`config.mk`:
```
export PLATFORM = sky130hd
export DESIGN_NAME = fu_writeback_arbiter_flat
export DESIGN_NICKNAME = d
export VERILOG_FILES = /design/src/rtl/fu_writeback_arbiter_if.sv /design/src/rtl/fu_writeback_arbiter.sv /design/src/flat_wrapper.sv
export SDC_FILE = /design/constraint.sdc
export NUM_CORES = 1
export LEC_CHECK = 0
export BUFFER_PORTS_ARGS = -buffer_cell sky130_fd_sc_hd__buf_2
export CAP_MARGIN = 30
export CORE_MARGIN = 2
export CORE_UTILIZATION = 48
export CTS_CLUSTER_SIZE = 14
export DETAILED_ROUTE_END_ITERATION = 8
export GPL_TIMING_DRIVEN = 0
export MAX_ROUTING_LAYER = met4
export PLACE_DENSITY_LB_ADDON = 0.2
export SYNTH_ARGS = -nofsm -noshare
export SYNTH_HDL_FRONTEND = slang
export SYNTH_SLANG_ARGS = --single-unit
```
`constraint.sdc`:
```
create_clock -name clk -period 7.28 [get_ports clk]
set_input_delay 0.364 -clock clk [delete_from_list [all_inputs] [get_ports clk]]
set_output_delay 0.364 -clock clk [all_outputs]
set_load 0.005 [all_outputs]
```
`src/rtl/fu_writeback_arbiter_if.sv`:
```
`default_nettype none
// ============================================================================
//  Module      : fu_writeback_arbiter_if
//  Description : Bundle of functional-unit result handshakes, register-file
//                write port and issue-side hazard query for the arbiter.
//  Revision    : 1.0 - initial release
// ============================================================================
interface fu_writeback_arbiter_if #(
   parameter int NUM_REQ = 4,
   parameter int DATA_W  = 32,
   parameter int RADDR_W = 5
);
   logic                       flush;
   logic [NUM_REQ-1:0]         req_valid;
   logic [NUM_REQ*RADDR_W-1:0] req_rd;
   logic [NUM_REQ*DATA_W-1:0]  req_data;
   logic [NUM_REQ-1:0]         req_ready;
   logic                       wb_en;
   logic [RADDR_W-1:0]         wb_rd;
   logic [DATA_W-1:0]          wb_data;
   logic [NUM_REQ-1:0]         wb_src;
   logic [RADDR_W-1:0]         reg_rs1;
   logic [RADDR_W-1:0]         reg_rs2;
   logic                       hazard;
   logic                       busy;

   // Pipeline / unit side: drives results and decoded sources
   modport master (
      output flush, req_valid, req_rd, req_data, reg_rs1, reg_rs2,
      input  req_ready, wb_en, wb_rd, wb_data, wb_src, hazard, busy
   );

   // Arbiter side
   modport slave (
      input  flush, req_valid, req_rd, req_data, reg_rs1, reg_rs2,
      output req_ready, wb_en, wb_rd, wb_data, wb_src, hazard, busy
   );
endinterface
`default_nettype wire

```
`src/rtl/fu_writeback_arbiter.sv`:
```
`default_nettype none
// ============================================================================
//  Module      : fu_writeback_arbiter
//  Description : One holding buffer per scalar functional unit, drained one
//                per cycle to the single RF write port by a round-robin
//                arbiter. Flags RAW hazards against pending buffered results.
//  Revision    : 1.0 - initial release
// ============================================================================
module fu_writeback_arbiter #(
   parameter int NUM_REQ = 4,
   parameter int DATA_W  = 32,
   parameter int RADDR_W = 5
) (
   input  logic                  clk,
   input  logic                  rst,
   fu_writeback_arbiter_if.slave bus
);

   localparam int c_PTR_W = (NUM_REQ > 1) ? $clog2(NUM_REQ) : 1;

   logic [NUM_REQ-1:0] r_hold_v;
   logic [RADDR_W-1:0] r_hold_rd   [NUM_REQ];
   logic [DATA_W-1:0]  r_hold_data [NUM_REQ];
   logic [c_PTR_W-1:0] r_rr_ptr;

   logic               r_wb_en;
   logic [RADDR_W-1:0] r_wb_rd;
   logic [DATA_W-1:0]  r_wb_data;
   logic [NUM_REQ-1:0] r_wb_src;

   logic [NUM_REQ-1:0] w_grant;
   logic               w_grant_any;
   logic [c_PTR_W-1:0] w_grant_idx;
   logic [c_PTR_W-1:0] w_scan_idx;
   logic [NUM_REQ-1:0] w_ready;
   logic [NUM_REQ-1:0] w_accept;
   logic               w_hazard;

   // Modulo-NUM_REQ increment of a requester index
   function automatic logic [c_PTR_W-1:0] f_wrap_add(input logic [c_PTR_W-1:0] base,
                                                     input int offs);
      int sum;
      sum = int'(base) + offs;
      if (sum >= NUM_REQ) sum = sum - NUM_REQ;
      return c_PTR_W'(sum);
   endfunction

   // Rotating-priority scan: first full buffer at or after the rr pointer
   always_comb begin
      w_grant     = '0;
      w_grant_any = 1'b0;
      w_grant_idx = '0;
      w_scan_idx  = '0;
      for (int k = 0; k < NUM_REQ; k++) begin
         w_scan_idx = f_wrap_add(r_rr_ptr, k);
         if (!w_grant_any && r_hold_v[w_scan_idx]) begin
            w_grant_any = 1'b1;
            w_grant_idx = w_scan_idx;
         end
      end
      if (w_grant_any) w_grant[w_grant_idx] = 1'b1;
   end

   // A buffer can take a new result when empty or being drained this cycle
   always_comb begin
      w_ready  = {NUM_REQ{~bus.flush}} & (~r_hold_v | w_grant);
      w_accept = bus.req_valid & w_ready;
   end

   // RAW check of decoded sources against buffered destinations (x0 never hazards)
   always_comb begin
      w_hazard = 1'b0;
      for (int i = 0; i < NUM_REQ; i++) begin
         if (r_hold_v[i]) begin
            if ((bus.reg_rs1 != '0) && (bus.reg_rs1 == r_hold_rd[i])) w_hazard = 1'b1;
            if ((bus.reg_rs2 != '0) && (bus.reg_rs2 == r_hold_rd[i])) w_hazard = 1'b1;
         end
      end
   end

   // Buffer occupancy, rr pointer and registered RF write stage
   always_ff @(posedge clk) begin
      if (rst) begin
         r_hold_v  <= '0;
         r_rr_ptr  <= '0;
         r_wb_en   <= 1'b0;
         r_wb_rd   <= '0;
         r_wb_data <= '0;
         r_wb_src  <= '0;
      end else if (bus.flush) begin
         // Drop everything pending; pointer and last address/data are kept
         r_hold_v <= '0;
         r_wb_en  <= 1'b0;
         r_wb_src <= '0;
      end else begin
         r_wb_en  <= w_grant_any;
         r_wb_src <= w_grant;
         if (w_grant_any) begin
            r_wb_rd   <= r_hold_rd[w_grant_idx];
            r_wb_data <= r_hold_data[w_grant_idx];
            r_rr_ptr  <= f_wrap_add(w_grant_idx, 1);
         end
         for (int i = 0; i < NUM_REQ; i++) begin
            // Results for x0 are acknowledged but never occupy the buffer
            if (w_accept[i] && (bus.req_rd[i*RADDR_W +: RADDR_W] != '0))
               r_hold_v[i] <= 1'b1;
            else if (w_grant[i])
               r_hold_v[i] <= 1'b0;
         end
      end
   end

   // Payload capture; validity is tracked separately so no reset is needed
   always_ff @(posedge clk) begin
      for (int i = 0; i < NUM_REQ; i++) begin
         if (w_accept[i]) begin
            r_hold_rd[i]   <= bus.req_rd[i*RADDR_W +: RADDR_W];
            r_hold_data[i] <= bus.req_data[i*DATA_W +: DATA_W];
         end
      end
   end

   assign bus.req_ready = w_ready;
   assign bus.wb_en     = r_wb_en;
   assign bus.wb_rd     = r_wb_rd;
   assign bus.wb_data   = r_wb_data;
   assign bus.wb_src    = r_wb_src;
   assign bus.hazard    = w_hazard;
   assign bus.busy      = |r_hold_v;

endmodule
`default_nettype wire
```
`src/flat_wrapper.sv`:
```
// flat-port wrapper written by rule: the top's interface ports become plain ports
module fu_writeback_arbiter_flat 
#(
   parameter int NUM_REQ = 4,
   parameter int DATA_W  = 32,
   parameter int RADDR_W = 5
)
  (clk, rst, bus_flush, bus_req_valid, bus_req_rd, bus_req_data, bus_reg_rs1, bus_reg_rs2, bus_req_ready, bus_wb_en, bus_wb_rd, bus_wb_data, bus_wb_src, bus_hazard, bus_busy);
  fu_writeback_arbiter_if #(.NUM_REQ(NUM_REQ), .DATA_W(DATA_W), .RADDR_W(RADDR_W)) bus_i ();
  input  logic clk;
  input  logic rst;
  input wire logic [$bits(bus_i.flush)-1:0] bus_flush;
  input wire logic [$bits(bus_i.req_valid)-1:0] bus_req_valid;
  input wire logic [$bits(bus_i.req_rd)-1:0] bus_req_rd;
  input wire logic [$bits(bus_i.req_data)-1:0] bus_req_data;
  input wire logic [$bits(bus_i.reg_rs1)-1:0] bus_reg_rs1;
  input wire logic [$bits(bus_i.reg_rs2)-1:0] bus_reg_rs2;
  output wire logic [$bits(bus_i.req_ready)-1:0] bus_req_ready;
  output wire logic [$bits(bus_i.wb_en)-1:0] bus_wb_en;
  output wire logic [$bits(bus_i.wb_rd)-1:0] bus_wb_rd;
  output wire logic [$bits(bus_i.wb_data)-1:0] bus_wb_data;
  output wire logic [$bits(bus_i.wb_src)-1:0] bus_wb_src;
  output wire logic [$bits(bus_i.hazard)-1:0] bus_hazard;
  output wire logic [$bits(bus_i.busy)-1:0] bus_busy;
  assign bus_i.flush = bus_flush;
  assign bus_i.req_valid = bus_req_valid;
  assign bus_i.req_rd = bus_req_rd;
  assign bus_i.req_data = bus_req_data;
  assign bus_i.reg_rs1 = bus_reg_rs1;
  assign bus_i.reg_rs2 = bus_reg_rs2;
  assign bus_req_ready = bus_i.req_ready;
  assign bus_wb_en = bus_i.wb_en;
  assign bus_wb_rd = bus_i.wb_rd;
  assign bus_wb_data = bus_i.wb_data;
  assign bus_wb_src = bus_i.wb_src;
  assign bus_hazard = bus_i.hazard;
  assign bus_busy = bus_i.busy;
  fu_writeback_arbiter #(.NUM_REQ(NUM_REQ), .DATA_W(DATA_W), .RADDR_W(RADDR_W)) u_core (.clk(clk), .rst(rst), .bus(bus_i));
endmodule
```
==> results.json, run 1 <==
{
  "seq_area_frac_synth_pct": 67.0,
  "via_per_inst": 5.29,
  "fin_skew_ns": 0.0121,
  "path_class": "reg -> reg",
  "syn-num-nets": 759,
  "cp-startpoint": "u_core.r_hold_v[0]$_SDFFE_PP0P_",
  "initial_core_util_pct": 48.8,
  "wl_per_cell_um": 19.3,
  "cts_max_level": 4,
  "syn2layout_area_growth_pct": 25.0,
  "period_needed_ns": 3.04,
  "via_count": 5544,
  "r2r-start": "u_core.r_hold_v[0]$_SDFFE_PP0P_",
  "grt-ovfl-total": 0,
  "setup_viol": 0,
  "core-area_sq_um": 16500,
  "min_period_over_period_pct": 41.8,
  "slew-limit-headroom_pct": 60.8,
  "critPathMaxFanout": 25,
  "antenna_found_initial": 0,
  "finish.utilization_pct": 61.0,
  "synth_top_area_share_pct": 55.1,
  "yosysWarnings": 0,
  "drc": 0,
  "post_layout_nonfiller_instances": 1048,
  "final_cell_area_sq_um": 10100,
  "ir_worst_vdd_mv": 0.162,
  "dp_hpwl_um": 14700,
  "async_flop_share_pct": 0,
  "maxCapViolCount": 0,
  "worst_pin_slew_ns": 0.588,
  "placed_cell_area_sq_um": 9450,
  "critical_path_required_ns": 7.42,
  "syn_area_sq_um": 8070,
  "drt-pass1-iter-count": 4,
  "dp_cells": 1016,
  "wirelength_um": 20200,
  "outcome": "finished, final reports clean",
  "netlist_instances": 590,
  "grt_pass1_wl_um": 31700,
  "cts_resized": 0,
  "rsz0062_at_grt": "no",
  "whs_ns": 0.0908,
  "slew_violations": 0,
  "fillCellCount": 1324,
  "grt_pass1_vias": 5847,
  "cts_made_buffers": 17,
  "power.leakage_nw": 3.83,
  "pre_cts_ws_ns": 4.23,
  "power.density_nw_per_um2": 251,
  "port_buffers": 202,
  "antenna_left": 0,
  "io_pins": 213,
  "cts.sinks": 196,
  "synthFlopType": "edfxtp_1",
  "arrival_ns": 3.18,
  "final_hold_viol_count": 0,
  "critPathLaunchType": "register",
  "clockRootBuffer": "clkbuf_16",
  "insertedDiodeCount": 0,
  "finalPower_mw": 2.53,
  "ys_ff_latch": 196,
  "yosysMostFrequentCell": "edfxtp_1",
  "tns_ns": 0,
  "postCtsHoldBufs": 0,
  "critical_path.endpoint": "u_core.r_hold_data[0][14]$_DFFE_PP_",
  "r2r-end": "u_core.r_hold_data[0][14]$_DFFE_PP_",
  "drive_gt1_share_pct": 34.2,
  "die_w_um": 134,
  "worstSkewPairLatency_ns": 0.44,
  "fin_ws_ns": 4.24,
  "num_rows": 47,
  "tritoncts": "yes",
  "rr_worst_depth": 13,
  "hp-class": "in -> reg",
  "r2r_slack_ns": 4.24,
  "cts_buffer_depth": 2,
  "yosys-top-cells-count": "edfxtp_1 (148), dfxtp_1 (48), nand3_1 (44), o21ai_0 (44), nand2_1 (43)",
  "synth_area_leaders": "edfxtp_1 (55%), dfxtp_1 (12%), mux2i_1 (4.6%), a21o_1 (3.5%), nand3_1 (2.7%)",
  "place_congestion": 0.899,
  "grt_max_degree": 36,
  "fmax_ghz": 0.329,
  "grt_usage_pct": 24.2,
  "avgSynthCellArea_sq_um": 13.7,
  "clk_pin_slew_ns": 0.08,
  "synth_edf_count": 148,
  "yosysUniqueCellTypes": 45,
  "cts_setup_buffers": 0,
  "drt_iter0_markers": 395,
  "die_h_um": 134,
  "final_nets": 984,
  "cp-end-kind": "register",
  "dieArea_sq_um": 17900,
  "yosysTopAreaCell": "edfxtp_1"
}
[area by class of cell]
class                           instances  area [sq um]  area share [%]
Multi-Input combinational cell        345          2410            23.9
Buffer                                 41           233            2.31
Inverter                                8          30.0           0.298
Clock inverter                         15           211            2.10
Sequential cell                       196          5410            53.6
Timing Repair Buffer                  206          1100            10.9
Tap cell                              220           275            2.73
Clock buffer                           17           425            4.22
[state kept, by name, summed over array words and instances, names as in the netlist]
name	count
u_core.bus.wb_rd	5
u_core.r_rr_ptr	2
u_core.r_hold_rd	20
u_core.bus.wb_en	1
u_core.r_hold_v	4
u_core.bus.wb_src	4
u_core.bus.wb_data	32
u_core.r_hold_data	128
[layer usage]
layer / vias up / wire length, um / GRT usage [%]
met5: - / 0 / -
met4: 0 / 358 / 6.97
met3: 27 / 1070 / 4.53
met2: 190 / 10300 / 40.4
met1: 2666 / 8500 / 30.4
li1: 2661 / - / -
[placed cells by master, fill, tap and decap left out, drive strengths merged, types with 4 or more instances in the layout]
master,netlist,layout
a21o,38,38
dfxtp,48,48
ha,4,4
and2,4,4
or4,6,6
nand3,44,44
edfxtp,148,148
mux2i,37,37
nor4,9,9
o211ai,37,37
o21ai,45,45
nand2,44,44
xor2,17,17
a21oi,11,11
nor3,5,5
clkbuf,20,37
nor2,9,9
inv,8,13
buf,21,227
xnor2,23,23
clkinv,0,9
[power by group]
part | total (mW) | switching (mW) | internal (mW)
clock network | 0.976 | 0.474 | 0.502
registers | 1.29 | 0.0262 | 1.26
logic | 0.261 | 0.147 | 0.114
[kinds of logic (layout without fill, tap and decap cells)]
| logic type | count (synthesis) | in the layout | share of synthesized area, % |
|---|---|---|---|
| AOI/OAI and AO/OA | 138 | 138 | 12.0 |
| muxes | 37 | 37 | 4.59 |
| adders and majority gates | 4 | 4 | 0.620 |
| DFF | 196 | 196 | 67.0 |
| xor gates and xnor gates | 40 | 40 | 4.34 |
| and+or+nand+nor | 126 | 126 | 8.28 |
| buffers and inverters | 49 | 287 | 3.26 |
[how the worst min path moves through the flow]
stage | depth (start not counted) | end | slack [ns] | start
detailed placement | 2 | u_core.bus.wb_data[6]$_SDFFE_PP0P_ | 0.45 | u_core.bus.wb_data[6]$_SDFFE_PP0P_
global placement | 2 | u_core.bus.wb_rd[4]$_SDFFE_PP0P_ | 0.45 | u_core.bus.wb_rd[4]$_SDFFE_PP0P_
global route | 1 | u_core.r_hold_data[3][6]$_DFFE_PP_ | 0.07 | bus_req_data[102]
CTS | 1 | u_core.r_hold_data[1][5]$_DFFE_PP_ | 0.08 | bus_req_data[37]
finish | 1 | u_core.r_hold_data[1][5]$_DFFE_PP_ | 0.09 | bus_req_data[37]
floorplan | 1 | u_core.r_rr_ptr[1]$_SDFFE_PP0P_ | 0.43 | rst
[worst max-delay path, cell delays in order (launching register included)]
cell and delay [ns]:
dfxtp_1 0.30, buf_2 0.22, and4b_4 0.27, a21o_1 0.13
buf_6 0.17, nor2_8 0.06, buf_8 0.16, buf_12 0.16
inv_1 0.08, ha_1 0.14, inv_1 0.06, a21oi_1 0.27
and2_2 0.45, buf_12 0.24
Power figures use the tool's default switching activity.
==> run 2, diff against run 1 <==
Clock period 7.28 ns to 3.2 ns, I/O delays scaled along.
==> results.json, run 2 (synthesized netlist as in run 1, its figures left out) <==
{
  "grt_usage_pct": 26.9,
  "tritoncts": "yes",
  "period_needed_ns": 2.94,
  "cp-startpoint": "u_core.r_hold_v[0]$_SDFFE_PP0P_",
  "drive_gt1_share_pct": 28.9,
  "power.density_nw_per_um2": 511,
  "grt-ovfl-total": 0,
  "switchingPower_mw": 1.53,
  "path_class": "reg -> reg",
  "setup_viol": 0,
  "max_flop_register": "u_core.r_hold_data",
  "wl_per_cell_um": 19.0,
  "drc": 0,
  "slew-limit-headroom_pct": 61.7,
  "grt_pass1_vias": 6694,
  "core-area_sq_um": 16500,
  "outcome": "finished, final reports clean",
  "port_buffers": 202,
  "r2r_slack_ns": 0.26,
  "cts_max_level": 4,
  "critPathLaunchType": "register",
  "worst_pin_slew_ns": 0.574,
  "seqPwrFrac_pct": 49.6,
  "fin_skew_ns": 0.0121,
  "fin_ws_ns": 0.257,
  "antenna_found_initial": 1,
  "grt_pass1_wl_um": 35300,
  "fmax_ghz": 0.340,
  "arrival_ns": 3.07,
  "clk_pin_slew_ns": 0.07,
  "rsz0062_at_grt": "no",
  "die_h_um": 134,
  "power.leakage_nw": 4.46,
  "r2r-start": "u_core.r_hold_v[0]$_SDFFE_PP0P_",
  "p_int_mw": 4.40,
  "ir_worst_vdd_mv": 0.363,
  "place_congestion": 0.899,
  "worstSkewPairLatency_ns": 0.44,
  "clockRootBuffer": "clkbuf_16",
  "layout_common_cells": "buf_2 (213), dlygate4sd3_1 (150), edfxtp_1 (148)",
  "io_pins": 213,
  "grt_max_degree": 36,
  "largest_register_ffs": 128,
  "cts_setup_buffers": 0,
  "slew_violations": 0,
  "initial_core_util_pct": 48.8,
  "critPathMaxFanout": 25,
  "final_nets": 1134,
  "clockPowerShare_pct": 37.8,
  "drt_iter0_markers": 454,
  "via_count": 6245,
  "pre_cts_ws_ns": 0.145,
  "cts.sinks": 196,
  "cp-end-kind": "register",
  "whs_ns": 0.0722,
  "maxCapViolCount": 0,
  "antenna_left": 0,
  "holdPathStages": 3,
  "hp-class": "in -> reg",
  "critical_path.endpoint": "u_core.r_hold_data[0][14]$_DFFE_PP_",
  "cts_made_buffers": 17,
  "syn2layout_area_growth_pct": 43.7,
  "switching_share_pct": 25.7,
  "combPwrFrac_pct": 12.7,
  "r2r-end": "u_core.r_hold_data[0][14]$_DFFE_PP_",
  "cts_buffer_depth": 2,
  "final_hold_viol_count": 0,
  "wirelength_um": 22800,
  "via_per_inst": 5.20,
  "min_period_over_period_pct": 92.0,
  "dp_hpwl_um": 14700,
  "dieArea_sq_um": 17900,
  "drt-pass1-iter-count": 5,
  "final_common_cell": "buf_2",
  "critical_path_required_ns": 3.33,
  "rr_worst_depth": 13,
  "die_w_um": 134,
  "num_rows": 47
}
[run 2: metrics by stage]
| stage | instance area (sq um) | TNS, ns | power (mW) | utilization [%] | cells |
|---|---|---|---|---|---|
| after global routing | 11600 | 0 | 6.12 | 70.2 | 1199 |
| after CTS | 11600 | 0 | 5.93 | 70.1 | 1198 |
| after floorplan | 8070 | 0 | 3.31 | - | 590 |
| final | 11600 | 0 | 5.92 | 70.2 | 1201 |
| after detailed placement | 9450 | 0 | 3.59 | 57.2 | 1016 |
| after global placement | 9360 | -98.78 | 3.56 | 56.6 | 1012 |
[run 2: worst max-delay path: stages, from the launching register on]
cell and delay, ns:
dfxtp_1 0.30, buf_2 0.22, and4b_4 0.27, a21o_1 0.13
buf_6 0.17, nor2_8 0.06, buf_8 0.16, buf_12 0.16
inv_1 0.08, ha_1 0.14, inv_1 0.06, a21oi_1 0.28
and2_4 0.35, buf_12 0.23
[run 2: power by group through the flow]
stage	logic (mW)	clock network (mW)	registers, mW
floorplan	0.322	0	2.98
CTS	0.743	2.25	2.94
global route	0.814	2.36	2.95
global placement	0.567	0	2.99
finish	0.750	2.24	2.94
detailed placement	0.597	0	2.99
[run 2: what timing repair did]
action | CTS | global route
endpoints found under the hold margin | 151 | 0
resized for setup | 0 | 2
setup endpoints to repair | 0 | 43
hold buffers | 150 | 0
[run 2: per-layer routing]
metal,vias to the layer above,GRT usage [%],routed length [um]
met5,-,-,0
met4,0,9.16,519
met3,40,5.21,1170
met2,221,45.7,11800
met1,3019,32.4,9340
li1,2965,-,-
[run 2: cell type report]
type	count	area [sq um]
well taps	220	275
fillers	1142	4930
plain buffers	41	233
multi-input cells	345	2410
clock inverters	15	211
repair buffers	356	2600
flip-flops and latches	196	5410
diodes	3	7.51
inverters	8	30.0
clock buffers	17	425
[run 2: worst min-delay path by stage]
stage / startpoint / end
6_report: bus_req_valid[1] / u_core.r_hold_v[1]$_SDFFE_PP0P_
5_1_grt: bus_req_valid[0] / u_core.r_hold_v[0]$_SDFFE_PP0P_
4_1_cts: bus_req_valid[1] / u_core.r_hold_v[1]$_SDFFE_PP0P_
3_5_place_dp: bus_req_data[108] / u_core.r_hold_data[3][12]$_DFFE_PP_
3_3_place_gp: bus_req_data[116] / u_core.r_hold_data[3][20]$_DFFE_PP_
2_1_floorplan: rst / u_core.r_rr_ptr[1]$_SDFFE_PP0P_
